--- src/rtl/router_fsm.sv ---
// router_fsm: Moore sequencer for the 1x3 router datapath.
// Decodes the header address, waits for FIFO drain and steps router_reg.
module router_fsm (
    input  logic       clk,
    input  logic       rstn,
    input  logic       pkt_valid,
    input  logic [1:0] data_in,
    input  logic       fifo_full,
    input  logic       fifo_empty_0,
    input  logic       fifo_empty_1,
    input  logic       fifo_empty_2,
    input  logic       soft_reset_0,
    input  logic       soft_reset_1,
    input  logic       soft_reset_2,
    input  logic       parity_done,
    input  logic       low_pkt_valid,
    output logic       detect_add,
    output logic       lfd_state,
    output logic       ld_state,
    output logic       laf_state,
    output logic       full_state,
    output logic       rst_int_reg,
    output logic       write_enb_reg,
    output logic       busy
);

    typedef enum logic [2:0] {
        DECODE_ADDRESS     = 3'd0,
        LOAD_FIRST_DATA    = 3'd1,
        LOAD_DATA          = 3'd2,
        FIFO_FULL_STATE    = 3'd3,
        LOAD_AFTER_FULL    = 3'd4,
        LOAD_PARITY        = 3'd5,
        CHECK_PARITY_ERROR = 3'd6,
        WAIT_TILL_EMPTY    = 3'd7
    } state_t;

    state_t     state;
    state_t     state_nxt;
    logic [1:0] addr_reg;
    logic [1:0] sel;
    logic [3:0] empty_vec;
    logic [3:0] soft_vec;
    logic       sel_empty;
    logic       sel_soft;
    logic       hdr_ok;

    // Port 3 does not exist: its empty/soft-reset slots read as 0.
    assign empty_vec = {1'b0, fifo_empty_2, fifo_empty_1, fifo_empty_0};
    assign soft_vec  = {1'b0, soft_reset_2, soft_reset_1, soft_reset_0};
    assign sel       = (state == DECODE_ADDRESS) ? data_in : addr_reg;
    assign sel_empty = empty_vec[sel];
    assign sel_soft  = soft_vec[addr_reg];
    assign hdr_ok    = pkt_valid && (data_in != 2'd3);

    // State register; rstn wins over any soft reset.
    always_ff @(posedge clk) begin
        if (!rstn) begin
            state <= DECODE_ADDRESS;
        end else begin
            state <= state_nxt;
        end
    end

    // Latch the destination port when a valid header is decoded.
    always_ff @(posedge clk) begin
        if (!rstn) begin
            addr_reg <= 2'd0;
        end else if (state == DECODE_ADDRESS && hdr_ok) begin
            addr_reg <= data_in;
        end
    end

    // Next-state logic; a soft reset of the selected port aborts the packet.
    always_comb begin
        state_nxt = state;
        if (state != DECODE_ADDRESS && sel_soft) begin
            state_nxt = DECODE_ADDRESS;
        end else begin
            unique case (state)
                DECODE_ADDRESS: begin
                    if (hdr_ok) begin
                        state_nxt = sel_empty ? LOAD_FIRST_DATA
                                              : WAIT_TILL_EMPTY;
                    end
                end
                LOAD_FIRST_DATA: state_nxt = LOAD_DATA;
                LOAD_DATA: begin
                    if (fifo_full) begin
                        state_nxt = FIFO_FULL_STATE;
                    end else if (!pkt_valid) begin
                        state_nxt = LOAD_PARITY;
                    end
                end
                FIFO_FULL_STATE: begin
                    if (!fifo_full) begin
                        state_nxt = LOAD_AFTER_FULL;
                    end
                end
                LOAD_AFTER_FULL: begin
                    if (parity_done) begin
                        state_nxt = DECODE_ADDRESS;
                    end else if (low_pkt_valid) begin
                        state_nxt = LOAD_PARITY;
                    end else begin
                        state_nxt = LOAD_DATA;
                    end
                end
                LOAD_PARITY: state_nxt = CHECK_PARITY_ERROR;
                CHECK_PARITY_ERROR: begin
                    state_nxt = fifo_full ? FIFO_FULL_STATE
                                          : DECODE_ADDRESS;
                end
                WAIT_TILL_EMPTY: begin
                    if (sel_empty) begin
                        state_nxt = LOAD_FIRST_DATA;
                    end
                end
                default: state_nxt = DECODE_ADDRESS;
            endcase
        end
    end

    // Moore output decode from the current state only.
    always_comb begin
        detect_add    = 1'b0;
        lfd_state     = 1'b0;
        ld_state      = 1'b0;
        laf_state     = 1'b0;
        full_state    = 1'b0;
        rst_int_reg   = 1'b0;
        write_enb_reg = 1'b0;
        busy          = 1'b0;
        unique case (state)
            DECODE_ADDRESS: detect_add = 1'b1;
            LOAD_FIRST_DATA: begin
                lfd_state     = 1'b1;
                busy          = 1'b1;
                write_enb_reg = 1'b1;
            end
            LOAD_DATA: begin
                ld_state      = 1'b1;
                write_enb_reg = 1'b1;
            end
            FIFO_FULL_STATE: begin
                full_state = 1'b1;
                busy       = 1'b1;
            end
            LOAD_AFTER_FULL: begin
                laf_state     = 1'b1;
                busy          = 1'b1;
                write_enb_reg = 1'b1;
            end
            LOAD_PARITY: begin
                busy          = 1'b1;
                write_enb_reg = 1'b1;
            end
            CHECK_PARITY_ERROR: begin
                rst_int_reg = 1'b1;
                busy        = 1'b1;
            end
            WAIT_TILL_EMPTY: busy = 1'b1;
            default: detect_add = 1'b1;
        endcase
    end

endmodule
--- config.mk ---
export PLATFORM = sky130hd
export DESIGN_NAME = router_fsm
export DESIGN_NICKNAME = d
export VERILOG_FILES = /design/src/rtl/router_fsm.sv
export SDC_FILE = /design/constraint.sdc
export NUM_CORES = 1
export LEC_CHECK = 0
export CAP_MARGIN = 20
export CORE_AREA = 2 2 39 41
export DETAILED_ROUTE_END_ITERATION = 10
export DIE_AREA = 0 0 41 43
export PLACE_DENSITY = 0.88
export SLEW_MARGIN = 20
export SYNTH_ARGS = -nofsm -noshare
export SYNTH_HDL_FRONTEND = slang
export SYNTH_SLANG_ARGS = --single-unit
export TNS_END_PERCENT = 1
--- constraint.sdc ---
create_clock -name clk -period 3.6 [get_ports clk]
set_input_delay 0.54 -clock clk [delete_from_list [all_inputs] [get_ports clk]]
set_output_delay 0.54 -clock clk [all_outputs]
set_load 0.05 [all_outputs]
=== Word level (Yosys, flattened, before mapping) ===
Cells that the tools add are included.

* Bits in registers: 5
* Word-level logic and storage cells: 49
* Input port bits: 14
* Output and inout port bits: 8

* Reductions and logical operators: 9
* Equality and inequality tests: 12
* Multiplexer cells: 23
* Bitwise gates (word level): 1
* Order comparisons: 2

{| class="wikitable"
|+ Operators with widths
! kind !! number
|-
| $mux 3 || 8
|-
| $pmux 3 s8 || 1
|-
| $eq 3x3->1 const B || 4
|-
| $mux 1 || 10
|-
| $ne 2x2->1 const B || 4
|-
| $eq 3x2->1 const B || 2
|-
| $lt 2x3->1 const B || 2
|-
| $reduce_or 6->1 || 1
|-
| $bmux 1 s2 || 2
|-
| $mux 2 || 2
|-
| $reduce_and 4->1 || 1
|-
| $reduce_or 4->1 || 1
|-
| $eq 3x1->1 const B || 1
|-
| $logic_and 1x1->1 || 3
|-
| $logic_not 3->1 || 1
|-
| $ne 3x3->1 const B || 1
|-
| $reduce_bool 3->1 || 1
|-
| $reduce_or 2->1 || 1
|-
| $not 1->1 || 1
|}

=== Depth between registers and ports, before layout ===
Gate-level depths: netlist of the first run.

* Word-level depth: 7
* Depth in mapped cells: 6
* Mapped depth without buffers: 4

=== Worst setup path after synthesis of the first run ===
OpenSTA, ideal clock, no wires.

* Path type: register to output
* Start point: register state[2]
* End point: output laf_state
* Required time: 3.060 ns
* Data arrival time: 1.742 ns
* Slack: 1.318 ns
* Cell stages (with the launch flop): 4
* Path buffers: 1
* Path through: dfxtp_1 -> buf_2 -> inv_1 -> nor3_1

* Word-level cells in the longest chain between the ends: 2

{| class="wikitable"
|+ RTL lines
! item !! RTL line !! text
|-
| from (decl) || 38 || <nowiki>state_t state;</nowiki>
|-
| from (signal assigned) || 61 || <nowiki>state <= state_nxt;</nowiki>
|-
| $eq 3x3->1 || 134 || <nowiki>unique case (state)</nowiki>
|-
| $mux 1 || 134 ||
|-
| to (decl) || 20 || <nowiki>output logic laf_state,</nowiki>
|}

No other way between the ends.

=== Worst setup path after layout of the first run ===
* Start point: register state[0]
* End point: output write_enb_reg

* Word-level cells in the longest chain between the ends: 3
* Elaborated cells on any way between the ends: 6
* Classes of those cells: eq/ne: 4; mux: 1; reduce/logical: 1

{| class="wikitable"
|+ RTL lines
! item !! RTL line !! text
|-
| $eq 3x3->1, or another cell as far along || 134 ||
|-
| $reduce_or 4->1 (no source line) * || n/a ||
|-
| $mux 1 * || 134 ||
|-
| to (decl) || 23 || <nowiki>output logic write_enb_reg,</nowiki>
|}

Every way passes the cells marked *; elsewhere a longest branch is shown, timed or not.

==> key figures, run 1 <==
CTS
  – Post-cts gate resize count: 0
  – Max Buffers Root-to-Sink: 2
  – Reg clk slew, reported paths: 0.04 ns
  – Hold_buf cts: 0
  – Post-CTS Setup Inserts: 0
  – Sinks on Clock Net: 5
  – H-tree depth: 1
  – CTS Buf Count: 3
  – CTS root buffer: clkbuf_4
  – CTS tree: done
  – Worst-skew pair later-pin latency: ~0.24 ns

Outcome
  – Status: completed

Global route
  – Gr ovfl total: 0
  – GRT Util Overall: 17.0%
  – Vias in the first global route: 501
  – Global-route wire length before repair: ~2100 um
  – Largest net degree at the start of global routing: 18
  – Initial antenna violation count: 0

Final layout
  – Share of post-route cells with drive strength above 1: 16.3%
  – Fill cells: 123
  – Synth-to-Final Area Change: 39.3%
  – Count of inserted antenna diode cells: 0
  – Non-Filler Instances: between 100 and 150
  – Layout net count: 107
  – Max reg flops: 3
  – Post-Route Utilization: 57.3%
  – Area of the multi-input gates: approximately 430 um^2
  – Reg area: approximately 100 um^2

Timing
  – Setup_tns: 0 ns
  – Final count of hold timing violations: 0
  – Final setup violation count: 0
  – Achievable Freq: 385 MHz
  – Fin crit share: roughly 72%
  – Max-slew headroom: 63.3%
  – RSZ-0062 raised after global routing: no
  – Worst-Margin Slew: 0.550 ns
  – Worst Skew: 0.00106 ns
  – Final slew viol count: 0
  – Final Critical Period: 2.59 ns

Yosys
  – Yosys top cell area share: between 10% and 20%
  – Yosys synthesis warning count: 0
  – Post-synth top area cell: dfxtp_1
  – EDFF count, synth: 0
  – Synth cell count leaders: 5 x dfxtp_1, 5 x nand2_1, 5 x nor2_1, 5 x nor3_1, 4 x o21ai_0
  – Post-Syn Instances: just over 70
  – Yosys reg bits: 5
  – Synth Area per Inst: about 8 um^2
  – Async S/R FF share, synth: 0%
  – Register area share after synthesis: roughly 18%
  – Syn_nets: 85
  – Synth Flop Type: dfxtp_1
  – Area contributors post-synth: dfxtp_1 18%, and3b_1 4.6%, a211oi_2 4.4%
  – Synthesized area: 569 um^2
  – Synth unique cells: 35

Hold path
  – Hold depth: 1
  – Hold wc startpoint: addr_reg[0]$_SDFFE_PN0P_
  – Worst Hold Class: flop to flop
  – Worst hold endpoint: addr_reg[0]$_SDFFE_PN0P_

Drt
  – Antenna Nets Post-Route: 0
  – DRC Markers: 0
  – Vias per cell: between 5 and 6
  – Routed WL: ~1300 um
  – Drt pass-1 iters: 4
  – Post-DR wirelength/cell: 12.4 um
  – Via count: 600
  – Iter 0 DRT Violations: 6

Job
  – Max-cap violations: 0

Die
  – Initial core utilization: between 40% and 50%
  – Die Footprint: approximately 1800 um^2
  – Overall die width: just over 40 um
  – Die height: roughly 43 um
  – CORE AREA: around 1400 um^2
  – Boundary Pins: 22
  – Core Rows: 14

Setup path
  – Worst r2r dst: state[1]$_SDFFE_PP0P_
  – CP Class: flop to primary output
  – Critical path endpoint category: primary output
  – CP Data Required Time: ~3.1 ns
  – R2R Setup Slk: around 1.9 ns
  – Crit path max fanout: 14
  – CP Launch Type: flop
  – Reg-to-Reg Start: state[1]$_SDFFE_PP0P_
  – Worst R2R Path Depth: 4
  – Critical Path AT: just over 2 ns

Placement
  – Placed Instances: approximately 100
  – DPL Wire Length: ~1100 um
  – PortBufs: 21
  – Placer Congestion: around 0.84

Pwr
  – Power Dens Cells: 880 nW/um^2
  – P_leak: 0.305 nW
  – Worst VDD drop: between 0.3 and 0.4 mV
-- layout make-up --
| class | count | area share (%) |
|---|---|---|
| multi-input combinational | 59 | 53.6 |
| timing repair buffer | 21 | 26.5 |
| sequential | 5 | 12.6 |
| inverter | 3 | 1.42 |
| tap | 16 | 2.52 |
| clock buffer | 4 | 3.31 |
-- power by group --
group / switching [W] / internal (W) / leakage, nW
Clock: 0.0000220 / 0.0000418 / 0.0150
Sequential: 0.0000568 / 0.0000741 / 0.0411
Combinational: 0.000294 / 0.000209 / 0.248
Total: 0.000373 / 0.000325 / 0.305
-- per-layer routing --
| metal | wire (um) | global-route usage (%) | vias up | part of all wire, % |
|---|---|---|---|---|
| met5 | 0 | 0 | - | 0 |
| met2 | 666 | 27.8 | 22 | 50 |
| met1 | 580 | 21.6 | 267 | 43 |
| met3 | 91 | 6.81 | 0 | 6.8 |
| met4 | 0 | 0 | 0 | 0 |
| li1 | - | - | 311 | - |
-- kinds of logic after synthesis --
logic type	Yosys count	synth area share (%)
buffers and inverters	7	7.69
muxes	2	4.61
and+or+nand+nor	35	38.5
AOI/OAI and AO/OA	21	30.1
DFF	5	17.6
xor gates and xnor gates	1	1.54
-- per-stage QoR --
stage	area (um^2)	setup WS, ns	hold slack, ns	total power [W]
floorplan	569	1.32	0.556	0.000519
global placement	767	1.30	0.604	0.000623
detailed placement	767	1.27	0.616	0.000636
CTS	793	1.00	0.621	0.000702
global route	793	0.917	0.649	0.000746
finish	793	1.01	0.617	0.000698
-- how the worst max path moves through the flow --
| stage | startpoint | end | slack (ns) |
|---|---|---|---|
| after floorplan | state[2]$_SDFFE_PP0P_ | laf_state | 1.32 |
| after detailed placement | state[1]$_SDFFE_PP0P_ | detect_add | 1.27 |
| after global routing | state[1]$_SDFFE_PP0P_ | detect_add | 0.92 |
| after global placement | state[0]$_SDFFE_PP0P_ | write_enb_reg | 1.30 |
| after CTS | state[0]$_SDFFE_PP0P_ | write_enb_reg | 1.00 |
| final | state[0]$_SDFFE_PP0P_ | write_enb_reg | 1.01 |
-- layout by cell type, fill, tap and decap left out, drive strengths merged, types with 2 or more instances in the layout --
cell type,netlist,layout
clkdlybuf4s50,0,21
and3,3,3
nand2b,3,3
nor2,5,5
o221ai,2,2
or2,2,2
mux2,2,2
and3b,3,3
o221a,2,2
clkbuf,0,4
dfxtp,5,5
a211oi,4,4
inv,3,3
nand2,5,5
nor3,7,7
o21ai,4,4
a21oi,3,3
nor3b,3,3
-- critical path: stages (launching register included) --
cell             delay, ns
dfxtp_1               0.63
or2_4                 0.23
xor2_1                0.14
clkdlybuf4s50_1       0.82
Note: power is estimated with default switching activity, not from simulation.
==> inputs of run 2 (changes only) <==
Settings changed: CORE_AREA 2 2 39 41 to not set, CORE_UTILIZATION set to 38, DIE_AREA 0 0 41 43 to not set, PLACE_DENSITY 0.88 to 0.84.
Clock period 3.6 ns to 2.3 ns, I/O delays scaled along.
==> run 2 against run 1 <==
Net effect:
- die area shrank 6.0%
- combinational power grew 70%
- flip-flop and latch count is the same
- power grew 61%
- via count grew 5.5%
- non-clock buffer count grew 2
- design area shrank 0.32%
- cell count grew 0.93%
- clock skew grew 0.0091 ns
- clock power grew 69%
- global-route usage grew 2.3 points
- largest cell class unchanged
- clock-buffer cell count shrank 1
==> key figures, run 2 (synthesis results as in run 1) <==
Die
  – Boundary Pins: 22 (unchanged)
  – Die Footprint: 1660 um^2 (was 1760 um^2)
  – Core Rows: 13 (was 14)
  – Die height: 40.7 um (was 43 um)
  – CORE AREA: 1350 um^2 (was 1380 um^2)
  – Initial core utilization: 42.2% (was 41.1%)
  – Overall die width: 40.7 um (was 41 um)

Drt
  – Metal3 WL: 59 um (was 91 um)
  – Vias per cell: 5.81 (was 5.56)
  – Via count: 633 (was 600)
  – Drt pass-1 iters: 5 (was 4)
  – Highest metal used: met4 (was met3)
  – DRC Markers: 0 (unchanged)
  – Iter 0 DRT Violations: 11 (was 6)
  – Met2 wire length: 672 um (was 666 um)
  – Metal-1 WL: 719 um (was 580 um)
  – Routed WL: 1480 um (was 1340 um)
  – Post-DR wirelength/cell: 13.6 um (was 12.4 um)
  – Antenna Nets Post-Route: 0 (unchanged)

Global route
  – Largest net degree at the start of global routing: 18 (unchanged)
  – Global-route wire length before repair: 2080 um (was 2100 um)
  – Vias in the first global route: 490 (was 501)
  – Gr ovfl total: 0 (unchanged)
  – GRT Util Overall: 19.3% (was 17.0%)
  – Initial antenna violation count: 0 (unchanged)

Timing
  – Setup_tns: 0 ns (unchanged)
  – Max-slew headroom: 62.4% (was 63.3%)
  – Fin crit share: 82.1%
  – Final setup violation count: 0 (unchanged)
  – Final count of hold timing violations: 0 (unchanged)
  – Worst Skew: 0.0102 ns (was 0.00106 ns)
  – Achievable Freq: 530 MHz
  – Final slew viol count: 0 (unchanged)
  – Worst-Margin Slew: 0.564 ns (was 0.550 ns)
  – RSZ-0062 raised after global routing: no (unchanged)
  – Final Critical Period: between 1.5 and 2 ns

CTS
  – Sinks on Clock Net: 5 (unchanged)
  – CTS Buf Count: 3 (unchanged)
  – Reg clk slew, reported paths: 0.05 ns (was 0.04 ns)
  – Post-cts gate resize count: 0 (unchanged)
  – CTS root buffer: clkbuf_4 (unchanged)
  – CTS tree: done (unchanged)
  – H-tree depth: 1 (unchanged)
  – Hold_buf cts: 0 (unchanged)
  – Max Buffers Root-to-Sink: 2 (unchanged)
  – Worst-skew pair later-pin latency: 0.26 ns (was 0.24 ns)
  – Post-CTS Setup Inserts: 0 (unchanged)

Hold path
  – Hold depth: 1 (unchanged)
  – Worst hold endpoint: addr_reg[0]$_SDFFE_PN0P_ (unchanged)
  – Hold wc startpoint: addr_reg[0]$_SDFFE_PN0P_ (unchanged)
  – Worst Hold Class: flop to flop (unchanged)

Job
  – Max-cap violations: 0 (unchanged)

Pwr
  – Worst VDD drop: 0.593 mV (was 0.341 mV)
  – P_leak: 0.329 nW (was 0.305 nW)
  – Power Dens Cells: 1420 nW/um^2 (was 880 nW/um^2)
  – Final Power: 0.00112 W (was 0.000698 W)

Setup path
  – Critical path endpoint category: primary output (unchanged)
  – CP Class: flop to primary output (unchanged)
  – Worst r2r dst: state[1]$_SDFFE_PP0P_ (unchanged)
  – CP Launch Type: flop (unchanged)
  – Critical Path AT: 1.54 ns (was 2.05 ns)
  – Worst R2R Path Depth: 4 (unchanged)
  – Crit path max fanout: 3 (was 14)
  – Reg-to-Reg Start: state[1]$_SDFFE_PP0P_ (unchanged)
  – R2R Setup Slk: 0.57 ns (was 1.92 ns)
  – CP Data Required Time: 1.96 ns (was 3.06 ns)

Final layout
  – Layout net count: 109 (was 107)
  – Max reg flops: 3 (unchanged)
  – Share of post-route cells with drive strength above 1: 26.6% (was 16.3%)
  – Most frequent cells in the layout: 14 x clkdlybuf4s50_1, 9 x buf_4 (was 21 x clkdlybuf4s50_1, 5 x nand2_1, 5 x nor2_1, 5 x nor3_1, 5 x dfxtp_1)
  – Synth-to-Final Area Change: 38.9% (was 39.3%)
  – Commonest non-fill, non-tap cell in the layout: clkdlybuf4s50_1 (unchanged)
  – Count of inserted antenna diode cells: 0 (unchanged)
  – Post-Route Utilization: 58.6% (was 57.3%)

Placement
  – Placer Congestion: 0.790 (was 0.839)
  – PortBufs: 21 (unchanged)
  – DPL Wire Length: 1150 um (was 1070 um)

Outcome
  – Status: completed (unchanged)
-- run 2: cell types whose count changed in the layout (fill, tap and decap cells not counted), sizes merged --
cell | previous run | this run
clkbuf | 4 | 3
clkdlybuf4s50 | 21 | 14
clkinv | 0 | 1
buf | 0 | 9
-- run 2: layout make-up --
class / instances / area [um^2]
timing repair buffer: 23 / 208
clock inverter: 1 / 5.00
inverter: 3 / 11.3
sequential: 5 / 100
multi-input combinational: 59 / 425
fill: 127 / 559
clock buffer: 3 / 22.5
tap: 15 / 18.8
-- run 2: worst max path at each step --
stage	start	endpoint	slack (ns)	cells past startpoint
floorplan	state[2]$_SDFFE_PP0P_	laf_state	0.21	3
global placement	data_in[0]	state[1]$_SDFFE_PP0P_	0.46	5
detailed placement	data_in[0]	state[1]$_SDFFE_PP0P_	0.42	5
CTS	state[0]$_SDFFE_PP0P_	busy	0.41	2
global route	state[0]$_SDFFE_PP0P_	busy	0.37	2
finish	state[0]$_SDFFE_PP0P_	busy	0.41	2
-- run 2: worst max-delay path, stage by stage (launching register included) --
cell and delay, ns:
dfxtp_1 0.35, or2_4 0.15, clkdlybuf4s50_1 0.79
-- run 2: where the power goes --
part           leakage [nW]  internal [W]  total, W  switching [W]
clock                0.0177     0.0000634  0.000108      0.0000446
sequential           0.0411      0.000116  0.000157      0.0000415
combinational         0.270      0.000327  0.000856       0.000529
-- run 2: stage by stage --
stage / setup WS (ns) / hold WS [ns] / cell area [um^2] / instances
floorplan: 0.213 / 0.492 / 569 / 71
global placement: 0.464 / 0.600 / 763 / 105
detailed placement: 0.423 / 0.602 / 763 / 105
CTS: 0.412 / 0.615 / 791 / 109
global route: 0.369 / 0.623 / 791 / 109
finish: 0.412 / 0.616 / 791 / 109
-- run 2: routing by layer --
layer,up-vias,GRT usage (%)
met1,282,26.3
met2,27,28.6
met3,8,3.26
met4,0,10.0
met5,-,0
li1,316,-
==> inputs of run 3 (changes only) <==
Settings changed: CORE_UTILIZATION 38 to 42, PLACE_DENSITY 0.84 to 0.87.
Clock period 2.3 ns to 1.9 ns, I/O delays scaled along.
==> run 3 against run 2 <==
Net effect:
- design area increased by 15%
- sequential power grew 54%
- largest cell class unchanged
- utilization is 18 points higher
- first-iteration DRC count grew to 3.4 times the previous value
- global-route usage rose by 2.0 points
- clock-buffer cell count increased by 1
- flip-flop and latch count unchanged
- critical path type unchanged
==> key figures, run 3 (synthesis results as in run 1) <==
Outcome
  – Status: completed (unchanged)

Timing
  – Worst-Margin Slew: 0.576 ns (was 0.564 ns)
  – Max-slew headroom: 61.5% (was 62.4%)
  – Final Critical Period: roughly 1.8 ns
  – Fin crit share: between 90% and 100%
  – Final slew viol count: 0 (unchanged)
  – Setup_tns: 0 ns (unchanged)
  – RSZ-0062 raised after global routing: no (unchanged)
  – Achievable Freq: roughly 560 MHz
  – Final setup violation count: 0 (unchanged)
  – Worst Skew: 0.00142 ns (was 0.0102 ns)
  – Final count of hold timing violations: 0 (unchanged)

Final layout
  – Area of all placed cells without fillers: 906 um^2 (was 791 um^2)
  – Synth-to-Final Area Change: 59.1% (was 38.9%)
  – Count of inserted antenna diode cells: 0 (unchanged)
  – Max reg flops: 3 (unchanged)
  – Layout net count: 111 (was 109)
  – Commonest non-fill, non-tap cell in the layout: clkdlybuf4s50_1 (unchanged)
  – Most frequent cells in the layout: 13 x clkdlybuf4s50_1, 8 x buf_12, 5 x nand2_1, 5 x nor2_1, 5 x dfxtp_1 (was 14 x clkdlybuf4s50_1, 9 x buf_4)
  – Fill cells: 84 (was 127)
  – Share of post-route cells with drive strength above 1: 29.2% (was 26.6%)
  – Non-Filler Instances: 110 (was 109)

Drt
  – Vias per cell: 5.95 (was 5.81)
  – Post-DR wirelength/cell: 13.1 um (was 13.6 um)
  – DRC Markers: 0 (unchanged)
  – Routed WL: 1440 um (was 1480 um)
  – Drt pass-1 iters: 4 (was 5)
  – Antenna Nets Post-Route: 0 (unchanged)
  – Iter 0 DRT Violations: 37 (was 11)
  – Via count: 654 (was 633)

CTS
  – Post-CTS Setup Inserts: 0 (unchanged)
  – Max Buffers Root-to-Sink: 2 (unchanged)
  – Sinks on Clock Net: 5 (unchanged)
  – Hold_buf cts: 0 (unchanged)
  – H-tree depth: 1 (unchanged)
  – CTS Buf Count: 3 (unchanged)
  – Worst-skew pair later-pin latency: 0.25 ns (was 0.26 ns)
  – Post-cts gate resize count: 0 (unchanged)
  – CTS root buffer: clkbuf_4 (unchanged)
  – CTS tree: done (unchanged)
  – Reg clk slew, reported paths: 0.05 ns (about the same)

Setup path
  – CP Launch Type: flop (unchanged)
  – Crit path max fanout: 12 (was 3)
  – CP Class: flop to primary output (unchanged)
  – Worst Path Buf+Inv: 1 (unchanged)
  – Critical path origin: state[2]$_SDFFE_PP0P_ (was state[0]$_SDFFE_PP0P_)
  – Critical path endpoint category: primary output (unchanged)
  – Reg-to-Reg Start: state[1]$_SDFFE_PP0P_ (unchanged)
  – CP Data Required Time: 1.62 ns (was 1.96 ns)
  – Worst path slowest cell: dfxtp_1 (was clkdlybuf4s50_1)
  – Critical Path AT: 1.51 ns (was 1.54 ns)
  – CP max stage delay: 0.60 ns (was 0.79 ns)
  – Crit. path cell count: 3 (was 2)
  – CP Cell Sequence: or2_4, xor2_1, buf_12 (was or2_4, clkdlybuf4s50_1)
  – Worst R2R Path Depth: 4 (unchanged)
  – Critical path's top delay family: flip-flops (was buffers and inverters)

Global route
  – Gr ovfl total: 0 (unchanged)
  – Global-route wire length before repair: 2200 um (was 2080 um)
  – Met3 global-route usage: 1.73% (was 3.26%)
  – Largest net degree at the start of global routing: 18 (unchanged)
  – Met2 GRT Util: 32.5% (was 28.6%)
  – Initial antenna violation count: 0 (unchanged)
  – GRT busiest layer: met2 (unchanged)
  – GRT Util Overall: 21.3% (was 19.3%)
  – Routing usage on met1: 30.6% (was 26.3%)
  – Vias in the first global route: 498 (was 490)

Placement
  – Placer Congestion: 0.848 (was 0.790)
  – DP Area: 880 um^2 (was 763 um^2)
  – Placed Instances: 106 (was 105)
  – PortBufs: 21 (unchanged)
  – DPL Wire Length: 1140 um (was 1150 um)

Pwr
  – Worst VDD drop: 1.20 mV (was 0.593 mV)
  – Final Power: 0.00160 W (was 0.00112 W)
  – Power Dens Cells: 1760 nW/um^2 (was 1420 nW/um^2)
  – P_leak: 0.365 nW (was 0.329 nW)

Die
  – CORE AREA: 1190 um^2 (was 1350 um^2)
  – Die Footprint: 1510 um^2 (was 1660 um^2)
  – Overall die width: 38.8 um (was 40.7 um)
  – Core Rows: 12 (was 13)
  – Boundary Pins: 22 (unchanged)
  – Initial core utilization: 48.0% (was 42.2%)
  – Die height: 38.8 um (was 40.7 um)

Hold path
  – Worst Hold Class: flop to flop (unchanged)
  – Hold wc startpoint: addr_reg[0]$_SDFFE_PN0P_ (unchanged)
  – Hold depth: 1 (unchanged)

Job
  – Max-cap violations: 0 (unchanged)
run 3: cell types whose count changed in the layout (fill, tap and decap cells not counted), sizes merged:
cell	change
clkdlybuf4s50	-1
buf	+3
clkbuf	+1
clkinv	-1
run 3: per-layer routing:
metal  share of wire, %  routed length [um]
met1                 45                 647
met2                 50                 718
met3                5.1                  74
met4                  0                   0
met5                  0                   0
run 3: layout make-up:
| cell class | count | area (um^2) | area share, % |
|---|---|---|---|
| clock buffer | 4 | 26.3 | 2.90 |
| inverter | 3 | 11.3 | 1.24 |
| tap | 14 | 17.5 | 1.93 |
| sequential | 5 | 100 | 11.0 |
| multi-input combinational | 59 | 430 | 47.5 |
| timing repair buffer | 25 | 320 | 35.4 |
run 3: final timing paths:
kind                              end  slack (ns)
max reg2reg     state[1]$_SDFFE_PP0P_        0.26
min reg2reg  addr_reg[0]$_SDFFE_PN0P_        0.62
max                     write_enb_reg        0.10
min          addr_reg[0]$_SDFFE_PN0P_        0.62
run 3: report_power, final:
group / switching (W) / total, W / leakage [nW] / internal [W]
Sequential: 0.000101 / 0.000241 / 0.0411 / 0.000140
Combinational: 0.000629 / 0.00123 / 0.309 / 0.000597
Clock: 0.0000512 / 0.000131 / 0.0150 / 0.0000799
run 3: stage by stage:
step                      hold slack (ns)  util [%]  worst slack, ns
after global placement              0.606      74.2            0.151
after global routing                0.651      76.4           0.0605
after CTS                           0.617      76.4            0.112
final                               0.616      76.4            0.101
after detailed placement            0.609      74.2           0.0960
after floorplan                     0.432         -          -0.0632
==> variant 1 (config.mk and constraints of run 1) <==
Reset style: asynchronous (`rstn`), changed in 2 clocked blocks.
--- a/src/rtl/router_fsm.sv
+++ b/src/rtl/router_fsm.sv
@@ -56,3 +56,3 @@
     // State register; rstn wins over any soft reset.
-    always_ff @(posedge clk) begin
+    always_ff @(posedge clk or negedge rstn) begin
         if (!rstn) begin
@@ -65,3 +65,3 @@
     // Latch the destination port when a valid header is decoded.
-    always_ff @(posedge clk) begin
+    always_ff @(posedge clk or negedge rstn) begin
         if (!rstn) begin
Behaviour: differs if rstn is asserted again (counterexample within 4 cycles, from zero or initial values and one cycle with rstn low); with rstn held inactive, the same outputs for 10 cycles.
==> variant 1 against run 1 <==
Non-clock buffer count did not move; combinational power rose by 6.0%; area after synthesis is 9.0% lower; critical path type unchanged; core utilization is 3.3 points lower; power is 5.6% higher; largest cell class unchanged; global-route usage down 1.4 points; hold slack worse by 99 ps; highest routed layer unchanged; worst setup slack lost 12 ps; design area fell by 5.8%; largest power group unchanged; register-to-register slack better by 70 ps; wire length down 8.7%; sequential cell count stayed put.
==> variant 1: results (changes against run 1) <==
stage,metric,value,unit,change
worst_hold_path,HP Class,primary input to asynchronous set/reset pin,,
clocking,register clock-pin slew on the reported worst setup and hold paths,40,ps,about the same
clocking,clock root buffer,clkbuf_4,,
detailed_routing,Antenna Nets Post-Route,0,,unchanged
detailed_routing,drt wl/cell,12.73,um,+2.7%
power,Leak Pwr,0.2783,nW,-8.6%
placement,IO buf count,21,,unchanged
clocking,PostCTS Resize Cnt,0,,unchanged
synthesis,Syn Area/Cell,8.931,sq um,+11%
placement,Cells after DPL,92,,-12%
synthesis,"top cells by count, synth","nor2_1 (7), dfrtp_1 (5), nand2_1 (5)",,
synthesis,sequential area share after synthesis,24.15,%,+6.6 points
sta,Final WS setup,993.9,ps,-12.01 ps
setup_path,CP top delay family,buffers and inverters,,
grt,vias in the first global route,464,,-7.4%
sta,Setup Skew,1.138,ps,+0.08241 ps
synthesis,Mapped Nets,72,,-15%
grt,first-pass GRT wire length,1842,um,-12%
finish,# nets final,95,,-11%
detailed_routing,WL final,1222,um,-8.7%
detailed_routing,iteration-0 DRC count of the detailed router,10,,+4
placement,hpwl dp,1004,um,-6.2%
placement,Placer Congestion,0.7888,,-5.9%
setup_path,"Max FO, Critical Path",8,,-6
sta,slew at the pin closest to its max-slew limit,493.2,ps,-56.73 ps
setup_path,R2R Setup Slk,1990,ps,+70 ps
synthesis,synth top area cells,"dfrtp_1 (24%), mux2i_1 (7.7%), a221oi_2 (5.8%)",,
placement,pre-CTS setup slack,1274,ps,+0.1700 ps
sta,hold_ws,518.1,ps,-98.66 ps
placement,dpl cell area,720.7,sq um,-6.0%
detailed_routing,total iterations of the first detailed-routing run,4,,unchanged
synthesis,synth unique cells,33,,-5.7%
power,Max IR drop VDD,0.4497,mV,+32%
finish,fillers,140,,+14%
clocking,htree depth,1,,unchanged
grt,largest net degree at the start of global routing,12,,-6
grt,initial antenna violation count,0,,unchanged
detailed_routing,Vias,524,,-13%
setup_path,Critical Path AT,2070,ps,+20 ps
synthesis,ys async rst share,100.0,%,+100 points
grt,GRT Util Overall,15.57,%,-1.4 points
clocking,clk_lat worst skew,240,ps,about the same
run_status,status,finished clean,,
finish,share of cells above drive strength 1,13.75,%,-2.6 points
clocking,CTS buffer count,3,,unchanged
==> variant 1: cell types whose count changed after synthesis, sizes merged, moves of 4 or more <==
| cell | delta |
|---|---|
| dfrtp | +5 |
| a211oi | -4 |
| mux2i | +4 |
| nor3 | -5 |
| dfxtp | -5 |
==> variant 1: path summary, 6_finish.rpt <==
check | cells past startpoint | start | to
max reg2reg | 4 | state[2] | state[1]
min | 1 | rstn | state[1]
max in group asynchronous | 1 | rstn | state[0]
min reg2reg | 1 | addr_reg[1] | addr_reg[1]
min in group clk | 1 | addr_reg[1] | addr_reg[1]
max | 3 | state[1] | rst_int_reg
==> variant 1: layer usage <==
layer  vias up  GRT usage (%)  wire [um]
met5         -              0          0
met1       241          19.41        538
li1        265              -          -
met3         0          3.141         78
met2        18          23.13        605
met4         0          10.00          0
==> variant 1: layout make-up <==
| type | instances | area (sq um) | area share, % |
|---|---|---|---|
| inverter | 3 | 12.51 | 1.675 |
| clock buffer | 4 | 26.28 | 3.518 |
| tap | 16 | 20.02 | 2.680 |
| sequential | 5 | 125.1 | 16.75 |
| timing repair buffer | 21 | 210.2 | 28.14 |
| multi-input combinational | 47 | 352.8 | 47.24 |
==> variant 1: logic make-up (layout without fill, tap and decap cells) <==
family | Yosys count | count (layout) | share of synthesized area, %
AOI/OAI and AO/OA | 19 | 19 | 34.54
xor gates and xnor gates | 1 | 1 | 1.691
buffers and inverters | 6 | 28 | 7.726
DFF | 5 | 5 | 24.15
muxes | 4 | 4 | 7.730
and+or+nand+nor | 23 | 23 | 24.16
==> variant 1: power by group <==
part | leakage (nW) | internal [mW] | switching, mW | total, mW
Combinational | 0.202 | 0.223 | 0.310 | 0.533
Sequential | 0.0614 | 0.0847 | 0.0568 | 0.141
Clock | 0.0150 | 0.0418 | 0.0210 | 0.0628
==> variant 2 (flow settings as in run 1) <==
Made on the original files. The 8 states of `state_t` get a Gray code encoding in 3 bits.
--- a/src/rtl/router_fsm.sv
+++ b/src/rtl/router_fsm.sv
@@ -27,10 +27,10 @@
     typedef enum logic [2:0] {
-        DECODE_ADDRESS     = 3'd0,
-        LOAD_FIRST_DATA    = 3'd1,
-        LOAD_DATA          = 3'd2,
-        FIFO_FULL_STATE    = 3'd3,
-        LOAD_AFTER_FULL    = 3'd4,
-        LOAD_PARITY        = 3'd5,
-        CHECK_PARITY_ERROR = 3'd6,
-        WAIT_TILL_EMPTY    = 3'd7
+        DECODE_ADDRESS     = 3'b000,
+        LOAD_FIRST_DATA    = 3'b001,
+        LOAD_DATA          = 3'b011,
+        FIFO_FULL_STATE    = 3'b010,
+        LOAD_AFTER_FULL    = 3'b110,
+        LOAD_PARITY        = 3'b111,
+        CHECK_PARITY_ERROR = 3'b101,
+        WAIT_TILL_EMPTY    = 3'b100
     } state_t;
Formal check against the unedited RTL: same outputs for any inputs over 10 cycles, from zero or initial values and one cycle with rstn low; not proved beyond that.
==> variant 2 against run 1 <==
Area after synthesis down 16%; clock power decreased by 3.8%; largest cell class unchanged; power decreased by 2.6%; global-route usage fell by 2.0 points; combinational power shrank 4.4%; worst setup slack got worse by 74 ps; sequential cell count unchanged; wire length shrank 14%; design area fell by 11%.
==> variant 2: results (changes against run 1) <==
stage,metric,value,unit,change
run_status,status,finished clean,,
sta,Setup Skew,0.9864,ps,-0.06938 ps
synthesis,synth top area cells,"dfxtp_1 (21%), mux2i_1 (6.3%), nor2_1 (5.5%)",,
setup_path,critical path launch point type,flop,,
grt,vias in the first global route,450,,-10%
power,Leak Pwr,0.2747,nW,-9.8%
synthesis,Mapped Nets,75,,-12%
setup_path,Reg2Reg Capture Point,state[0],,
finish,# nets final,98,,-8.4%
setup_path,R2R Setup Slk,2120,ps,+200 ps
placement,hpwl dp,959.3,um,-10%
placement,dpl cell area,681.9,sq um,-11%
grt,met2 usage,23.13,%,-4.7 points
power,Sw Share,52.88,%,-0.52 points
synthesis,"top cells by count, synth","nor2_1 (7), nand2_1 (6), dfxtp_1 (5)",,
synthesis,Yosys warning count,0,,unchanged
grt,GRT Util Overall,14.99,%,-2.0 points
grt,met1 Usage GRT,19.42,%,-2.2 points
detailed_routing,drt wl/cell,11.69,um,-5.7%
grt,first-pass GRT wire length,1828,um,-13%
synthesis,sequential area share after synthesis,21.05,%,+3.5 points
grt,largest net degree at the start of global routing,14,,-4
setup_path,r2r worst-path depth,5,,+1
placement,Placer Congestion,0.7147,,-15%
clocking,htree depth,1,,unchanged
detailed_routing,iteration-0 DRC count of the detailed router,12,,+6
setup_path,Setup crit end,busy,,
sta,slew at the pin closest to its max-slew limit,494.1,ps,-55.84 ps
finish,share of cells above drive strength 1,12.05,%,-4.3 points
grt,met3 Usage GRT,3.141,%,-3.7 points
setup_path,"Max FO, Critical Path",13,,-1
synthesis,synth unique cells,30,,-14%
power,Max IR drop VDD,0.3722,mV,+9.3%
detailed_routing,Vias,507,,-16%
==> variant 2: power by group through the flow <==
stage / combinational, mW / sequential [mW] / clock, mW
3_5_place_dp: 0.482 / 0.138 / 0
2_1_floorplan: 0.405 / 0.0979 / 0
6_report: 0.481 / 0.137 / 0.0615
4_1_cts: 0.484 / 0.137 / 0.0658
5_1_grt: 0.523 / 0.143 / 0.0698
3_3_place_gp: 0.475 / 0.135 / 0
==> variant 2: final cells by class <==
class | instances | area (sq um) | share of cell area (%)
Sequential cell | 5 | 100.1 | 14.13
Inverter | 4 | 15.01 | 2.120
Multi-Input combinational cell | 49 | 336.6 | 47.53
Clock buffer | 4 | 26.28 | 3.710
Timing Repair Buffer | 21 | 210.2 | 29.68
Tap cell | 16 | 20.02 | 2.827
==> variant 2: how the worst min path moves through the flow <==
stage             endpoint  cells past startpoint
2_1_floorplan  addr_reg[0]                      1
3_3_place_gp   addr_reg[0]                      1
3_5_place_dp   addr_reg[0]                      1
4_1_cts        addr_reg[0]                      1
5_1_grt        addr_reg[0]                      1
6_report       addr_reg[0]                      1
==> variant 2: routing by layer <==
metal	up-vias	part of all wire (%)
met2	13	49
met3	0	4.7
met1	231	46
li1	263	-
met5	-	0
met4	0	0
==> variant 2: cell families (layout without fill, tap and decap cells) <==
| kind of cell | Yosys count | after routing | synth area share [%] |
|---|---|---|---|
| simple gates | 30 | 30 | 36.58 |
| compound gates | 16 | 16 | 27.89 |
| mux | 3 | 3 | 6.316 |
| flops | 5 | 5 | 21.05 |
| buf+inv | 7 | 29 | 8.156 |
==> variant 2: through the flow <==
stage	worst slack (ps)	hold WS, ps	util, %	std cells
floorplan	1763	563.7	-	61
global placement	1232	619.8	49.28	95
detailed placement	1184	628.3	49.28	95
CTS	915.0	637.4	51.18	99
global route	845.2	659.2	51.18	99
finish	932.4	642.2	51.18	99
